## src/rtl/seg_scan_decoder.sv

```systemverilog
// -----------------------------------------------------------------------------
// seg_scan_decoder
//
// Purpose:
//   Watches the multiplexed, active-low seven-segment bus driven by the display
//   path. It decodes each stable segment pattern back to a 4-bit digit and keeps
//   one decoded value per anode position. The top level and benches use it to
//   read back what is actually on the pins.
//
// Ports:
//   i_clk          system clock, rising edge
//   i_rst          asynchronous, active-high reset
//   i_seg[7:0]     segment bus, active-low (bit7 = dp, bits6:0 = g..a)
//   i_an[3:0]      anode bus, active-low, exactly one zero when valid
//   o_digits[15:0] decoded values; nibble k belongs to anode k
//   o_dp[3:0]      decimal point lit at the last capture, per position
//   o_blank[3:0]   position captured with all segments off
//   o_err          sticky flag for any undecodable capture
//   o_frame_done   one-cycle pulse when all four positions have been captured
//
// Timing: pin change -> o_digits updated = 1 + STABLE_CYCLES + 1 cycles.
// There is no handshake. Every output is a level register, except
// o_frame_done, which is a single-cycle pulse.
// -----------------------------------------------------------------------------
module seg_scan_decoder #(
  parameter int STABLE_CYCLES = 4  // legal range 1..255
) (
  input  logic        i_clk,
  input  logic        i_rst,
  input  logic [7:0]  i_seg,
  input  logic [3:0]  i_an,
  output logic [15:0] o_digits,
  output logic [3:0]  o_dp,
  output logic [3:0]  o_blank,
  output logic        o_err,
  output logic        o_frame_done
);

  localparam logic [7:0] STABLE_MAX = 8'(STABLE_CYCLES);

  // Sample layout: {an[3:0], seg[7:0]}
  logic [11:0] r_sample;
  logic [11:0] r_prev;
  logic [7:0]  r_cnt;
  logic        r_captured;
  logic [3:0]  r_seen;
  logic [15:0] r_digits;
  logic [3:0]  r_dp;
  logic [3:0]  r_blank;
  logic        r_err;
  logic        r_frame_done;

  logic [3:0]  w_an_n;
  logic        w_valid;
  logic        w_same;
  logic        w_capture;
  logic [3:0]  w_pos_mask;
  logic [3:0]  w_digit;
  logic        w_is_blank;
  logic        w_is_bad;
  logic [3:0]  w_seen_nxt;

  // Valid means the inverted anode bus is one-hot.
  assign w_an_n  = ~r_sample[11:8];
  assign w_valid = (w_an_n != 4'h0) && ((w_an_n & (w_an_n - 4'h1)) == 4'h0);
  assign w_same  = (r_sample == r_prev);

  // r_cnt describes the run that ends in r_prev. A nonzero count implies that
  // r_prev was a valid sample. The capture therefore decodes r_prev, whatever
  // the newest sample holds.
  assign w_capture  = (r_cnt == STABLE_MAX) && !r_captured;
  assign w_pos_mask = ~r_prev[11:8];
  assign w_seen_nxt = r_seen | w_pos_mask;

  // The decode uses seg[6:0] with dp ignored, and needs an exact match.
  always_comb begin
    w_digit    = 4'hE;
    w_is_blank = 1'b0;
    w_is_bad   = 1'b0;
    case (r_prev[6:0])
      7'h40: w_digit = 4'h0;
      7'h79: w_digit = 4'h1;
      7'h24: w_digit = 4'h2;
      7'h30: w_digit = 4'h3;
      7'h19: w_digit = 4'h4;
      7'h12: w_digit = 4'h5;
      7'h02: w_digit = 4'h6;
      7'h78: w_digit = 4'h7;
      7'h00: w_digit = 4'h8;
      7'h10: w_digit = 4'h9;
      7'h7F: begin
        w_digit    = 4'hF;
        w_is_blank = 1'b1;
      end
      default: begin
        w_digit  = 4'hE;
        w_is_bad = 1'b1;
      end
    endcase
  end

  // Input register, stability counter and the once-per-run capture flag.
  always_ff @(posedge i_clk or posedge i_rst) begin
    if (i_rst) begin
      r_sample   <= 12'hFFF;
      r_prev     <= 12'hFFF;
      r_cnt      <= 8'd0;
      r_captured <= 1'b0;
    end else begin
      r_sample <= {i_an, i_seg};
      r_prev   <= r_sample;
      if (!w_valid) begin
        r_cnt      <= 8'd0;
        r_captured <= 1'b0;
      end else if (w_same) begin
        if (r_cnt != STABLE_MAX) begin
          r_cnt <= r_cnt + 8'd1;
        end
        r_captured <= r_captured | w_capture;
      end else begin
        r_cnt      <= 8'd1;
        r_captured <= 1'b0;
      end
    end
  end

  // Per-position result registers and frame tracking.
  always_ff @(posedge i_clk or posedge i_rst) begin
    if (i_rst) begin
      r_digits     <= 16'h0000;
      r_dp         <= 4'h0;
      r_blank      <= 4'hF;
      r_err        <= 1'b0;
      r_seen       <= 4'b0000;
      r_frame_done <= 1'b0;
    end else begin
      r_frame_done <= 1'b0;
      if (w_capture) begin
        for (int k = 0; k < 4; k++) begin
          if (w_pos_mask[k]) begin
            r_digits[4*k +: 4] <= w_digit;
            r_dp[k]            <= ~r_prev[7];
            r_blank[k]         <= w_is_blank;
          end
        end
        if (w_is_bad) begin
          r_err <= 1'b1;
        end
        // The capture that completes a frame does not carry into the next one.
        if (w_seen_nxt == 4'b1111) begin
          r_seen       <= 4'b0000;
          r_frame_done <= 1'b1;
        end else begin
          r_seen <= w_seen_nxt;
        end
      end
    end
  end

  assign o_digits     = r_digits;
  assign o_dp         = r_dp;
  assign o_blank      = r_blank;
  assign o_err        = r_err;
  assign o_frame_done = r_frame_done;

endmodule

```

## config.mk

```make
export PLATFORM = sky130hd
export DESIGN_NAME = seg_scan_decoder
export DESIGN_NICKNAME = d
export VERILOG_FILES = /design/src/rtl/seg_scan_decoder.sv
export SDC_FILE = /design/constraint.sdc
export NUM_CORES = 1
export LEC_CHECK = 0
export CORE_AREA = 5 5 83 85
export DETAILED_ROUTE_END_ITERATION = 6
export DIE_AREA = 0 0 88 90
export PLACE_DENSITY = 0.64
export SLEW_MARGIN = 30
export SYNTH_ARGS = -nofsm -noshare
export SYNTH_HDL_FRONTEND = slang
export SYNTH_SLANG_ARGS = --single-unit
export TNS_END_PERCENT = 5
```

## constraint.sdc

```tcl
create_clock -name i_clk -period 3.37 [get_ports i_clk]
set_input_delay 0.8425 -clock i_clk [delete_from_list [all_inputs] [get_ports i_clk]]
set_output_delay 0.8425 -clock i_clk [all_outputs]
set_load 0.01 [all_outputs]
```

==> results of run 1 <==
## through the flow
| stage | setup slack (ns) | hold WS [ns] | std cells | power, mW |
|---|---|---|---|---|
| 2_1_floorplan | 1.004 | 0.3598 | 214 | 0.8592 |
| 3_3_place_gp | 0.7961 | 0.3613 | 323 | 0.8908 |
| 3_5_place_dp | 0.7745 | 0.3621 | 323 | 0.8920 |
| 4_1_cts | 0.7616 | 0.3695 | 339 | 1.461 |
| 5_1_grt | 0.6610 | 0.3728 | 339 | 1.507 |
| 6_report | 0.7738 | 0.3661 | 339 | 1.434 |
## layout make-up
cell class                      instances  area share [%]
Sequential cell                        63           49.03
Clock buffer                           12           4.416
Inverter                               11           1.294
Tap cell                               77           2.931
Clock inverter                          4          0.6852
Multi-Input combinational cell        131           29.31
Timing Repair Buffer                   41           12.33
## kinds of logic after synthesis
kind of cell / after synthesis / share of synthesized area, %
fa+ha+maj: 2 / 0.9424
compound gates: 23 / 5.938
flops: 63 / 60.70
simple gates: 63 / 13.19
buf+inv: 20 / 3.016
xor+xnor: 20 / 6.598
mux: 23 / 9.614
## worst max-delay path, delay by kind of cell (launching register included)
kind	cells	cell delay [ns]
simple gates	3	1.46
flops	1	0.41
mux	1	0.37
fa+ha+maj	1	0.14
buf+inv	1	0.10
## per-layer routing
layer,GRT usage (%),up-vias,part of all wire (%)
li1,-,818,-
met1,19.17,823,47
met2,19.85,48,46
met3,4.113,4,5.8
met4,5.754,0,0.75
met5,0,-,0
## worst max path at each step
stage / startpoint / to / slack, ns / cells past startpoint
finish: r_cnt[0] / o_digits[4] / 0.77 / 6
global route: r_cnt[0] / o_digits[6] / 0.66 / 6
CTS: r_cnt[0] / o_digits[4] / 0.76 / 6
detailed placement: r_cnt[0] / o_digits[4] / 0.77 / 6
global placement: r_cnt[0] / o_digits[7] / 0.80 / 6
floorplan: i_rst / o_digits[0] / 1.00 / 1
## state kept, by name (all words and copies together), names as in the netlist
name and flops:
o_blank 4, o_digits 16, o_dp 4, o_err 1, o_frame_done 1, r_captured 1, r_cnt 8, r_prev 12
r_sample 12, r_seen 4
## synth_stat cells (2+ instances only)
cell type   n
dfrtp_1    35
dfstp_2    28
mux2_2     20
nor2_1     20
xor2_1     19
inv_1      10
nand3_1     9
a21oi_1     7
clkbuf_1    7
nand2_1     4
nor2_4      4
nor3_1      4
and3_1      3
mux2i_1     3
nand2b_1    3
nor4_1      3
o21ai_0     3
or3_1       3
ha_1        2
nor2b_1     2
nor3b_1     2
o22ai_1     2
or4_1       2
## cell usage in the layout, fill, tap and decap left out, types with 2 or more instances in the layout
cell              n
clkdlybuf4s50_1  39
ha_1              2
mux2i_1           3
and3_1            3
nand2b_1          3
nor3b_1           2
xor2_1           19
o21ai_0           3
dfrtp_1          35
clkbuf_1          2
nor3_1            4
or3_1             3
nor2b_1           2
nor4_1            3
o22ai_1           2
nor2_4            4
inv_1             9
clkbuf_8         10
nand2_1           4
a21oi_1           7
clkinv_2          4
or4_1             2
nand3_1           9
mux2_2           20
nor2_1           20
buf_4             2
dfstp_2          28
## power breakdown
part           switching, mW  total [mW]  internal (mW)
registers             0.0245       0.810          0.785
logic                 0.0333      0.0675         0.0342
clock network          0.273       0.557          0.283
==> flow_metrics.py, run 1 <==
metrics = {
    "status": {
        "status": "completed",
    },
    "yosys": {
        "yosys.area.top_type": "dfrtp_1",
        "yosys_most_used_dff": "dfrtp_1",
        "syn-num-nets": 230,
        "yosys_warnings": 0,
        "syn-instance-count": 214,
        "ys_types": 42,
        "synth-edff-count": 0,
        "ys_seq_area_share_pct": 60.70,
        "synth_top_area_share_pct": 32.99,
        "syn_area_sq_um": 2655,
        "synth.top_cells.by_area": "dfrtp_1 33%, dfstp_2 28%, mux2_2 8.5%",
        "avgSynthCellArea_sq_um": 12.41,
        "ys_ff_latch": 63,
        "ys_async_sr_fraction_pct": 100.0,
    },
    "global_route": {
        "grt_max_degree": 23,
        "antenna_found_initial": 0,
        "grt_pass1_wl_microns": 8542,
        "track_usage_pct": 13.78,
        "overflow": 0,
        "grt_pass1_vias": 1754,
    },
    "floorplanning": {
        "die_w_microns": 88,
        "die-area_sq_um": 7920,
        "initial_utilization_pct": 43.30,
        "io_pins": 40,
        "die_y_microns": 90,
        "coreArea_sq_um": 6132,
        "fp-row-count": 29,
    },
    "final_layout": {
        "finalInstanceArea_sq_um": 3287,
        "drive_gt1_share_pct": 27.10,
        "fillerInstances": 549,
        "syn_to_final_growth_pct": 23.80,
        "ff_latch_area_sq_um": 1612,
        "final_util_pct": 53.60,
        "diodes": 0,
        "multiInputGateArea_sq_um": 963.4,
        "nNetsFinal": 273,
    },
    "cts": {
        "cts_setup_buffers": 0,
        "cts_tree": "built",
        "path_clk_slew_ns": 0.07,
        "cts.htree.levels": 3,
        "holdBufCountCts": 0,
        "clock_path_buffers": 2,
        "clock_sinks": 63,
        "clockRootBuffer": "clkbuf_8",
        "cts_resized": 0,
        "clk_latency_ns": 0.33,
        "numCtsBuffers": 9,
    },
    "min_path": {
        "hp-class": "flip-flop to flip-flop",
        "hold_end": "r_prev[7]",
        "min_from": "r_sample[7]",
        "min_path_cells": 0,
    },
    "setup_path": {
        "cpPeakStageDelay_ns": 0.71,
        "crit_required_ns": 3.58,
        "worstSetupPathType": "flip-flop to flip-flop",
        "path_cells": "inv_1, ha_1, or4b_1, or4_1, nor2_4, mux2_2",
        "worstSetupEndpointType": "flip-flop",
        "crit_fanout": 8,
        "rr_startpoint": "r_cnt[0]",
        "r2r_slack_ns": 0.77,
        "cp-start-kind": "flip-flop",
        "cpMaxStageDelayCell": "or4_1",
        "cp.arrival_ns": 2.81,
        "r2r_end": "o_digits[4]",
        "reg2reg_depth": 6,
    },
    "drt": {
        "drt-pass1-iter-count": 4,
        "wl_microns": 4830,
        "wl_per_cell_microns": 14.25,
        "routed_via_density": 4.994,
        "vias": 1693,
        "drtAntennaViolNets": 0,
        "initialDrtViolationCount": 75,
        "drc": 0,
    },
    "sta": {
        "rsz0062_at_grt": "false",
        "tightest_slew_ns": 0.7786,
        "fin_crit_sh_pct": 77.04,
        "period_minus_slack_ns": 2.596,
        "slew_headroom_pct": 48.09,
        "fmax_mhz": 385.2,
        "setup_tns_ns": 0,
        "slew_viol_final": 0,
        "finalHoldViolCount": 0,
        "setup_violations": 0,
        "fin_skew_ns": 0.008575,
    },
    "run": {
        "drv_cap": 0,
    },
    "pwr": {
        "power_per_cell_area_nw_per_um2": 436.3,
        "p_leak_nw": 1.414,
        "ir_worst_vdd_mv": 0.2483,
    },
    "placement": {
        "hpwl_microns": 3553,
        "place_area_sq_um": 3119,
        "gp_congestion": 0.8083,
        "portBuffers": 39,
    },
}
No activity file was read; power rests on OpenSTA's default activity.
==> inputs of run 2 (changes only) <==
==> constraint.sdc (replaced) <==
create_clock -name i_clk -period 2.5 [get_ports i_clk]
set_input_delay 0.625 -clock i_clk [delete_from_list [all_inputs] [get_ports i_clk]]
set_output_delay 0.625 -clock i_clk [all_outputs]
set_load 0.01 [all_outputs]
==> run 2 against run 1 <==
Compared with the run above: first-iteration DRC count rose by 95%; non-clock buffer count grew 7; clock skew fell by 0.0014 ns; hold slack got worse by 0.0023 ns; die area unchanged; total power is 52% higher; count of clock-buffer cells in the layout increased by 1; global-route usage shrank 0.65 points; largest cell class unchanged; clock power up 77%; register-to-register slack worse by 0.68 ns; flip-flop and latch count unchanged; sequential share of layout area shrank 1.8 points.
==> flow_metrics.py, run 2 (synthesis results as in run 1) <==
metrics = {
    "sta": {
        "setup_tns_ns": 0,
        "setup_ws_ns": 0.09761,
        "setup_violations": 0,
        "slew_headroom_pct": 63.06,
        "fin_crit_sh_pct": 96.10,
        "fin_skew_ns": 0.007207,
        "fmax_mhz": 416.3,
        "period_minus_slack_ns": 2.402,
        "slew_viol_final": 0,
        "finalHoldViolCount": 0,
        "rsz0062_at_grt": "false",
        "whs_ns": 0.3639,
        "tightest_slew_ns": 0.5483,
    },
    "final_layout": {
        "multiInputGateArea_sq_um": 963.4,
        "drive_gt1_share_pct": 28.62,
        "final_common_cell": "clkdlybuf4s50_1",
        "layout_common_cells": "39 x clkdlybuf4s50_1, 35 x dfrtp_1, 28 x dfstp_2, 20 x nor2_1, 20 x mux2_2",
        "largest_register_ffs": 16,
        "nNetsFinal": 280,
        "diodes": 0,
        "fillerInstances": 520,
        "syn_to_final_growth_pct": 28.56,
        "ff_latch_area_sq_um": 1612,
    },
    "global_route": {
        "antenna_found_initial": 0,
        "grt_max_degree": 64,
        "overflow": 0,
        "grt_pass1_vias": 1633,
        "grt_pass1_wl_microns": 7990,
        "track_usage_pct": 13.13,
    },
    "pwr": {
        "p_leak_nw": 1.482,
        "power_per_cell_area_nw_per_um2": 636.8,
        "ir_worst_vdd_mv": 0.3559,
    },
    "setup_path": {
        "cp-start-kind": "flip-flop",
        "cpPeakStageDelay_ns": 0.49,
        "crit_required_ns": 2.71,
        "cp.arrival_ns": 2.62,
        "worstSetupPathType": "flip-flop to flip-flop",
        "cpMaxStageDelayCell": "or4_1",
        "path_cells": "inv_1, ha_1, or4b_1, or4_1, buf_6, nor2_4, mux2_2",
        "worstSetupEndpointType": "flip-flop",
        "crit_fanout": 7,
    },
    "floorplanning": {
        "fp-row-count": 29,
        "coreArea_sq_um": 6132,
        "die_w_microns": 88,
        "die_y_microns": 90,
        "die-area_sq_um": 7920,
        "io_pins": 40,
        "initial_utilization_pct": 43.30,
    },
    "placement": {
        "portBuffers": 39,
        "gp_congestion": 0.8089,
        "hpwl_microns": 3487,
        "post-place-ws_ns": 0.06380,
    },
    "cts": {
        "numCtsBuffers": 9,
        "clock_path_buffers": 2,
        "holdBufCountCts": 0,
        "clk_latency_ns": 0.33,
        "clock_sinks": 63,
        "cts.htree.levels": 3,
        "cts_tree": "built",
        "clockRootBuffer": "clkbuf_8",
        "path_clk_slew_ns": 0.07,
    },
    "drt": {
        "vias": 1721,
        "drc": 0,
        "wl_per_cell_microns": 13.97,
        "drt-pass1-iter-count": 4,
        "initialDrtViolationCount": 146,
        "routed_via_density": 4.974,
        "wl_microns": 4835,
        "drtAntennaViolNets": 0,
    },
    "min_path": {
        "hp-class": "flip-flop to flip-flop",
    },
    "status": {
        "status": "completed",
    },
    "run": {
        "drv_cap": 0,
    },
}
run 2: stage by stage:
stage               area [sq um]  power, mW  utilization (%)  cells
global route                3413      2.272            55.66    346
global placement            3162      1.204            51.56    327
CTS                         3387      2.205            55.23    343
finish                      3413      2.174            55.66    346
detailed placement          3162      1.207            51.56    327
floorplan                   2655      1.158                -    214
run 2: final timing paths:
check / startpoint / endpoint / slack, ns / cells after the start
max: r_cnt[1] / o_digits[12] / 0.1 / 7
min: r_sample[7] / r_prev[7] / 0.36 / 0
max reg2reg: r_cnt[1] / o_digits[12] / 0.1 / 7
min reg2reg: r_sample[7] / r_prev[7] / 0.36 / 0
max in group asynchronous: i_rst / r_prev[4] / 1.51 / 3
min in group asynchronous: i_rst / o_frame_done / 0.67 / 3
run 2: routing by layer:
layer  up-vias  track usage (%)  share of wire [%]
li1        834                -                  -
met1       834            18.07                 47
met2        46            18.66                 45
met4         0            5.627                1.1
met5         -                0                  0
met3         7            4.479                6.4
run 2: final cells by class:
class	instances	share of cell area, %
Clock buffer	13	4.692
Sequential cell	63	47.21
Multi-Input combinational cell	131	28.23
Clock inverter	3	1.906
Timing Repair Buffer	48	13.89
Inverter	11	1.246
Tap cell	77	2.823
run 2: what timing repair did:
action | 4_1_cts | 5_1_grt
setup endpoints to repair | 0 | 9
buffers inserted | 0 | 3
gates resized for setup | 0 | 1
run 2: critical path, delay by kind of cell, from the launching register on:
family | cells | cell delay [ns]
DFF | 1 | 0.41
muxes | 1 | 0.36
buffers and inverters | 2 | 0.26
adders and majority gates | 1 | 0.13
and+or+nand+nor | 3 | 1.13
run 2: power by group:
part           switching [mW]  internal [mW]  total (mW)
logic                  0.0464         0.0495      0.0960
registers              0.0328           1.06        1.09
clock network           0.364          0.622       0.986
==> inputs of run 3 (changes only) <==
--- a/config.mk
+++ b/config.mk
@@ -6,6 +6,7 @@
 export NUM_CORES = 1
 export LEC_CHECK = 0
 export CORE_AREA = 5 5 83 85
+export CTS_CLUSTER_DIAMETER = 150
 export DETAILED_ROUTE_END_ITERATION = 6
 export DIE_AREA = 0 0 88 90
 export PLACE_DENSITY = 0.64
==> results of run 3 <==
The final DEF is identical to that of run 2; final timing and power are the same.
